`src/rtl/sha256_pkg.sv`:
```
// Shared SHA-256 definitions: word/block widths, the small sigma functions
// used by every message-schedule implementation, and the sequencer states.
package sha256_pkg;

  localparam int WORD_W    = 32;
  localparam int BLOCK_W   = 512;
  localparam int WIN_DEPTH = 16;

  typedef enum logic {
    IDLE = 1'b0,
    RUN  = 1'b1
  } wsched_state_e;

  // sigma0: ROTR7 ^ ROTR18 ^ SHR3
  function automatic logic [WORD_W-1:0] sha256_s0(input logic [WORD_W-1:0] x);
    return {x[6:0], x[31:7]} ^ {x[17:0], x[31:18]} ^ {3'b000, x[31:3]};
  endfunction

  // sigma1: ROTR17 ^ ROTR19 ^ SHR10
  function automatic logic [WORD_W-1:0] sha256_s1(input logic [WORD_W-1:0] x);
    return {x[16:0], x[31:17]} ^ {x[18:0], x[31:19]} ^ {10'b0, x[31:10]};
  endfunction

endpackage

```
`src/rtl/sha256_w_next.sv`:
```
// Next message-schedule word: W[t+16] from W[t], W[t+1], W[t+9], W[t+14].
// Purely combinational so the pipelined W-memory stages can share it.
module sha256_w_next
  import sha256_pkg::*;
(
  input  logic [WORD_W-1:0] w0_i,
  input  logic [WORD_W-1:0] w1_i,
  input  logic [WORD_W-1:0] w9_i,
  input  logic [WORD_W-1:0] w14_i,
  output logic [WORD_W-1:0] wNext_o
);

  // Modulo-2^32 sum of the four schedule terms
  always_comb begin
    wNext_o = sha256_s1(w14_i) + w9_i + sha256_s0(w1_i) + w0_i;
  end

endmodule

```
`src/rtl/sha256_w_sched_seq.sv`:
```
// Sequential SHA-256 message-schedule generator. Accepts one padded block,
// then streams W[0]..W[NUM_WORDS-1] out of a 16-word sliding window.
// Optional macro SHA256_WSCHED_B2B_EN lets a new block load during the
// last-word beat so consecutive blocks stream without an idle bubble.
module sha256_w_sched_seq
  import sha256_pkg::*;
#(
  parameter int NUM_WORDS = 64,
  parameter int IDX_W     = 6
) (
  input  logic               CLK,
  input  logic               RST,
  input  logic               blk_valid,
  output logic               blk_ready,
  input  logic [BLOCK_W-1:0] block_in,
  output logic               w_valid,
  input  logic               w_ready,
  output logic [WORD_W-1:0]  w_out,
  output logic [IDX_W-1:0]   w_idx,
  output logic               w_last
);

  localparam logic [IDX_W-1:0] LAST_IDX = IDX_W'(NUM_WORDS - 1);

  wsched_state_e     state_q, state_d;
  logic [WORD_W-1:0] win_q [WIN_DEPTH];
  logic [WORD_W-1:0] win_d [WIN_DEPTH];
  logic [IDX_W-1:0]  count_q, count_d;

  logic              isRun;
  logic              lastWord;
  logic              wordBeat;
  logic              loadBeat;
  logic              readyInt;
  logic [WORD_W-1:0] wNew;

  sha256_w_next uNext (
    .w0_i    (win_q[0]),
    .w1_i    (win_q[1]),
    .w9_i    (win_q[9]),
    .w14_i   (win_q[14]),
    .wNext_o (wNew)
  );

  // Handshake decode; blk_ready is held low whenever reset is asserted
  always_comb begin
    isRun    = (state_q == RUN);
    lastWord = (count_q == LAST_IDX);
    wordBeat = isRun && w_ready;
`ifdef SHA256_WSCHED_B2B_EN
    readyInt = !RST && ((state_q == IDLE) || (wordBeat && lastWord));
`else
    readyInt = !RST && (state_q == IDLE);
`endif
    loadBeat = blk_valid && readyInt;
  end

  // Next-state logic: a load takes priority over the final word beat so a
  // back-to-back block restarts the window without leaving RUN
  always_comb begin
    state_d = state_q;
    win_d   = win_q;
    count_d = count_q;
    if (loadBeat) begin
      for (int k = 0; k < WIN_DEPTH; k++) begin
        win_d[k] = block_in[BLOCK_W-1-WORD_W*k -: WORD_W];
      end
      count_d = '0;
      state_d = RUN;
    end else begin
      case (state_q)
        IDLE: state_d = IDLE;
        RUN: begin
          if (wordBeat) begin
            if (lastWord) begin
              state_d = IDLE;
            end else begin
              for (int k = 0; k < WIN_DEPTH-1; k++) begin
                win_d[k] = win_q[k+1];
              end
              win_d[WIN_DEPTH-1] = wNew;
              count_d = count_q + 1'b1;
            end
          end
        end
        default: state_d = IDLE;
      endcase
    end
  end

  // State, window and word counter registers with synchronous reset
  always_ff @(posedge CLK) begin
    if (RST) begin
      state_q <= IDLE;
      win_q   <= '{default: '0};
      count_q <= '0;
    end else begin
      state_q <= state_d;
      win_q   <= win_d;
      count_q <= count_d;
    end
  end

  // Output stream is always the head of the window
  always_comb begin
    blk_ready = readyInt;
    w_valid   = isRun;
    w_out     = win_q[0];
    w_idx     = count_q;
    w_last    = isRun && lastWord;
  end

endmodule

```
`config.mk`:
```
export PLATFORM = sky130hd
export DESIGN_NAME = sha256_w_sched_seq
export DESIGN_NICKNAME = d
export VERILOG_FILES = /design/src/rtl/sha256_pkg.sv /design/src/rtl/sha256_w_next.sv /design/src/rtl/sha256_w_sched_seq.sv
export SDC_FILE = /design/constraint.sdc
export NUM_CORES = 2
export LEC_CHECK = 0
export ABC_AREA = 0
export CORE_ASPECT_RATIO = 0.7
export CORE_MARGIN = 5
export CORE_UTILIZATION = 56
export DETAILED_ROUTE_END_ITERATION = 6
export MAX_ROUTING_LAYER = met4
export PLACE_DENSITY = 0.88
export SLEW_MARGIN = 20
export SYNTH_ARGS = -nofsm -noshare
export SYNTH_HDL_FRONTEND = slang
export SYNTH_SLANG_ARGS = --single-unit
```
`constraint.sdc`:
```
create_clock -name CLK -period 9.7 [get_ports CLK]
set_clock_uncertainty 0.05 [all_clocks]
set_input_delay 1.94 -clock CLK [delete_from_list [all_inputs] [get_ports CLK]]
set_output_delay 1.94 -clock CLK [all_outputs]
set_load 0.02 [all_outputs]
```
After elaboration in Yosys (flattened, before gate mapping):

Cells that the tools add are included.
Widths: inputs -> output; s select.

* register bits after elaboration: 519
* output and inout bits: 41
* word-level logic and storage cells: 48

* add/subtract/negate cells: 4
* equal/unequal tests: 2
* multiplexer cells: 8
* bitwise gates (word level): 6
* reductions and logical operators: 10

Operator list (count)
* $mux 512: 4
* $add 32x32->32: 3
* $xor 32x32->32: 2
* $xor 32x22->32: 1
* $xor 32x29->32: 1
* $add 6x1->6 const B: 1
* $eq 6x6->1 const B: 1
* $reduce_and 3->1: 2
* $logic_and 1x1->1: 4
* $reduce_bool 2->1: 2
* $mux 1: 3
* $ne 2x1->1 const B: 1
* $not 1->1: 2
* $pmux 1 s2: 1
* $reduce_or 2->1: 1
* $logic_not 1->1: 1

Logic depth before layout (Yosys ltp):

* word-level depth: 9
* mapped depth: 16

By module:

Synthesis repeated with hierarchy kept, for this count alone.

* cells, all modules: 2836
* area, all modules: 27694.1 um^2

By module, submodules not included
* sha256_w_sched_seq: times used 1, cells an instance 2354, area each 23507.5 um^2
* sha256_w_next: times used 1, cells an instance 482, area each 4186.5 um^2

Worst setup path before layout:

OpenSTA, ideal clock, no wires.

* path kind: input -> output
* from: in RST
* to: out blk_ready
* arrival time: 2.281 ns
* data required time: 7.710 ns
* path slack: 5.429 ns
* cell stages on the path: 1
* cell sequence: nor2_1

* longest elaborated chain between the ends: 2

Ends and longest elaborated chain
* start: declaration: RTL line sha256_w_sched_seq.sv:12 `input logic RST,`
* $logic_not 1->1: RTL line sha256_w_sched_seq.sv:53 `readyInt = !RST && (state_q == IDLE);`
* $logic_and 1x1->1: RTL line sha256_w_sched_seq.sv:53
* end: declaration: RTL line sha256_w_sched_seq.sv:14 `output logic blk_ready,`

No other way between the ends.

Worst setup path in the final report:

Same ends and word-level chain as after synthesis.

==> results by group <==
Global routing
  – Initial antenna violation count: 11
  – Largest net degree at the start of global routing: 253
  – GRT Resource Usage Total: 0.364
  – Number of global-route vias before repair: 24293
  – GRT met3 Usage: 0.0701
  – Met2 usage: 0.515
  – GRT overflow: 0
  – Met1 usage: 0.526
  – First-pass GRT wire length: approximately 140 mm
  – GRT busiest layer: met1

Finish
  – Storage element area: about 10000 sq um
  – Fillers: between 3000 and 4000
  – Layout cell share with drive strength beyond 1: 0.0295
  – Final Net Count: between 4000 and 5000
  – Area Growth Syn to Fin: 24.6%
  – Multi-input logic area: ~14000 sq um

STA
  – Tcrit/Tclk final: 0.564
  – Slew HR: 0.279
  – Fin. Hold Viols: 0
  – Worst-margin pin slew: 1080 ps
  – RSZ-0062 raised after global routing: no
  – Max-slew violations: 0
  – Fmax: 0.183 GHz
  – Final worst slack: around 4200 ps
  – Fin crit period: 5470 ps
  – Setup_tns: 0 ps
  – Final setup fails: 0

Logic synthesis
  – Synth cell count leaders: 1017 x nand2_1, 534 x nor2_1, 519 x dfxtp_1
  – Syn_nets: 4114
  – Area share of the largest cell type after synthesis: 0.388
  – Post-Synthesis Cells: ~3500
  – Top cells by area, synth: dfxtp_1 39%, a311oi_1 16%, nand2_1 14%, nor2_1 7.5%, fa_1 4.6%
  – Ys async rst share: 0
  – Post-Syn Area: 26800 sq um
  – Syn_area_per_cell: about 7.6 sq um
  – Dominant cell by count in the synthesized netlist: nand2_1
  – Number of synthesized flops with an enable pin: 0
  – Register area share after synthesis: 0.388
  – Yosys reg bits: ~520
  – Synth area leader: dfxtp_1
  – Most used DFF post-synth: dfxtp_1
  – Yosys warnings: 0
  – Synth cell types: between 60 and 70

Power
  – Flop pwr share: 0.386
  – Sw frac: 0.356
  – Total power: around 6600 uW
  – Pwr Density: 196 nW/um^2
  – P_sw: between 2000 and 2500 uW
  – Peak VDD IR: 117 uV
  – Internal power: 4220 uW
  – Clock Power Share: 0.289
  – Leak: approximately 0.012 uW
  – Gate power share: 0.325

Critical path
  – CP arrival: between 3000 and 4000 ps
  – Largest stage delay on the critical path: between 600 and 700 ps
  – Worst reg2reg path depth: 13
  – FF-to-FF Start: win_q[50]
  – Reg2reg end: win_q[27]
  – Data required, critical path: between 7000 and 8000 ps
  – Crit Path Class: in2out
  – Internal reg-to-reg setup slack: roughly 5200 ps
  – Startpoint Class: input pin
  – Crit path max fanout: ~150
  – CP endpoint kind: output port
  – Slowest-stage cell, CP: buf_8
  – Worst setup path startpoint: RST
  – Crit path cell chain: buf_8, nor2_1, clkdlybuf4s50_1

Worst hold path
  – Worst Hold Path EP: win_q[291]
  – HP Class: reg2reg
  – Hold path cells: 2
  – Worst Hold Launch: win_q[259]

Drt
  – DRT iter0 DRCs: about 4000
  – Vias per inst: around 6.0
  – ANT nets after route: 0
  – Routed WL per cell: roughly 22 um
  – DRT Pass-1 Iters: 6
  – DR vias: about 27000
  – Routed WL: just under 100 mm
  – DRC: 0

Place
  – HPWL Detailed: a little over 70 mm
  – DP Worst Slack: between 4000 and 5000 ps
  – GPL Wtd Cong: slightly above 1
  – IO buf count: 556

Floorplan
  – Chip height: a little under 200 um
  – Initial Util: 0.563
  – Die area: between 50000 and 60000 sq um
  – # rows: 67
  – Core area: ~48000 sq um
  – Boundary pin count: 557
  – Die W: about 270 um

Clock network
  – Cts hold-fix bufs: 0
  – Max Buffers Root-to-Sink: 3
  – H-tree Lvls: 2
  – Num CTS Buffers: 48
  – Clock latency on the worst-skew pair: ~600 ps
  – Setup Buffers After CTS: 0
  – Resize count post-CTS: 0
  – Clk sinks: 519
  – Root buffer cell: clkbuf_16
  – Clock Pin Slew Worst Setup and Hold Paths: about 70 ps
  – CTS tree: built

Job
  – Max Cap Violations: 0

Run status
  – Status: completed
## state kept, by name, indices dropped and copies added (netlist names)
signal and cells:
w_idx 6, w_out 32, w_valid 1, win_q 480
## cells in the final DEF (no fill, tap or decap), types with 8 or more instances in the layout
master | Yosys | final
nand3_1 | 8 | 8
a21oi_1 | 37 | 37
nor2_1 | 534 | 533
clkdlybuf4s50_1 | 0 | 555
clkbuf_1 | 272 | 10
buf_4 | 34 | 12
ha_1 | 32 | 32
o22ai_1 | 13 | 13
clkbuf_8 | 0 | 9
o211ai_1 | 10 | 10
o21ai_0 | 24 | 24
xor2_1 | 25 | 25
a31oi_1 | 10 | 10
fa_1 | 62 | 62
a211oi_1 | 20 | 20
a311oi_1 | 489 | 489
clkbuf_16 | 0 | 49
diode_2 | 0 | 15
xnor2_1 | 119 | 119
nand2_1 | 1017 | 1016
dfxtp_1 | 519 | 519
clkinv_2 | 0 | 13
nor3_1 | 12 | 12
inv_1 | 139 | 139
## final cells by class
type	instances	area share
antenna	15	0.00112
clock buffer	68	0.0415
clock inverter	18	0.00472
inverter	139	0.0156
multi-input combinational	2478	0.429
sequential	519	0.311
tap	621	0.0233
timing repair buffer	575	0.173
## stage by stage
stage	util	hold WS [ps]	area, sq um	cells
floorplan	-	402	26800	3504
global placement	0.668	411	31800	4332
detailed placement	0.668	416	31800	4332
CTS	0.701	426	33400	4418
global route	0.701	443	33400	4429
finish	0.702	423	33400	4433
## layer usage
metal / wire length (um) / up-vias
li1: - / 12444
met3: 11800 / 227
met1: 41500 / 12574
met4: 3680 / 0
met5: 0 / -
met2: 41900 / 1570
## cell families after synthesis
group                      Yosys count  share of synthesized area
adders and majority gates           94                     0.0612
buffers and inverters              507                     0.0782
AOI/OAI and AO/OA                  642                      0.198
xor gates and xnor gates           144                     0.0471
and+or+nand+nor                   1598                      0.228
DFF                                519                      0.388
## worst max-delay path by stage
stage / endpoint / cells after the start / slack, ps
5_1_grt: blk_ready / 3 / 4170
6_report: blk_ready / 3 / 4230
3_3_place_gp: blk_ready / 3 / 4260
2_1_floorplan: blk_ready / 1 / 5430
4_1_cts: blk_ready / 3 / 4260
3_5_place_dp: blk_ready / 3 / 4250
## worst max-delay path: cells and delay by family
kind | cells | cell delay [ps]
AND/OR/NAND/NOR | 1 | 240
buffers and inverters | 2 | 1250
## power by group through the flow
| stage | sequential (uW) | clock, uW | combinational [uW] |
|---|---|---|---|
| finish | 2530 | 1890 | 2130 |
| detailed placement | 2560 | 0 | 2070 |
| global route | 2540 | 1990 | 2320 |
| global placement | 2560 | 0 | 2050 |
| CTS | 2520 | 1900 | 2080 |
| floorplan | 2450 | 0 | 1440 |
No activity file was read; power rests on OpenSTA's default activity.
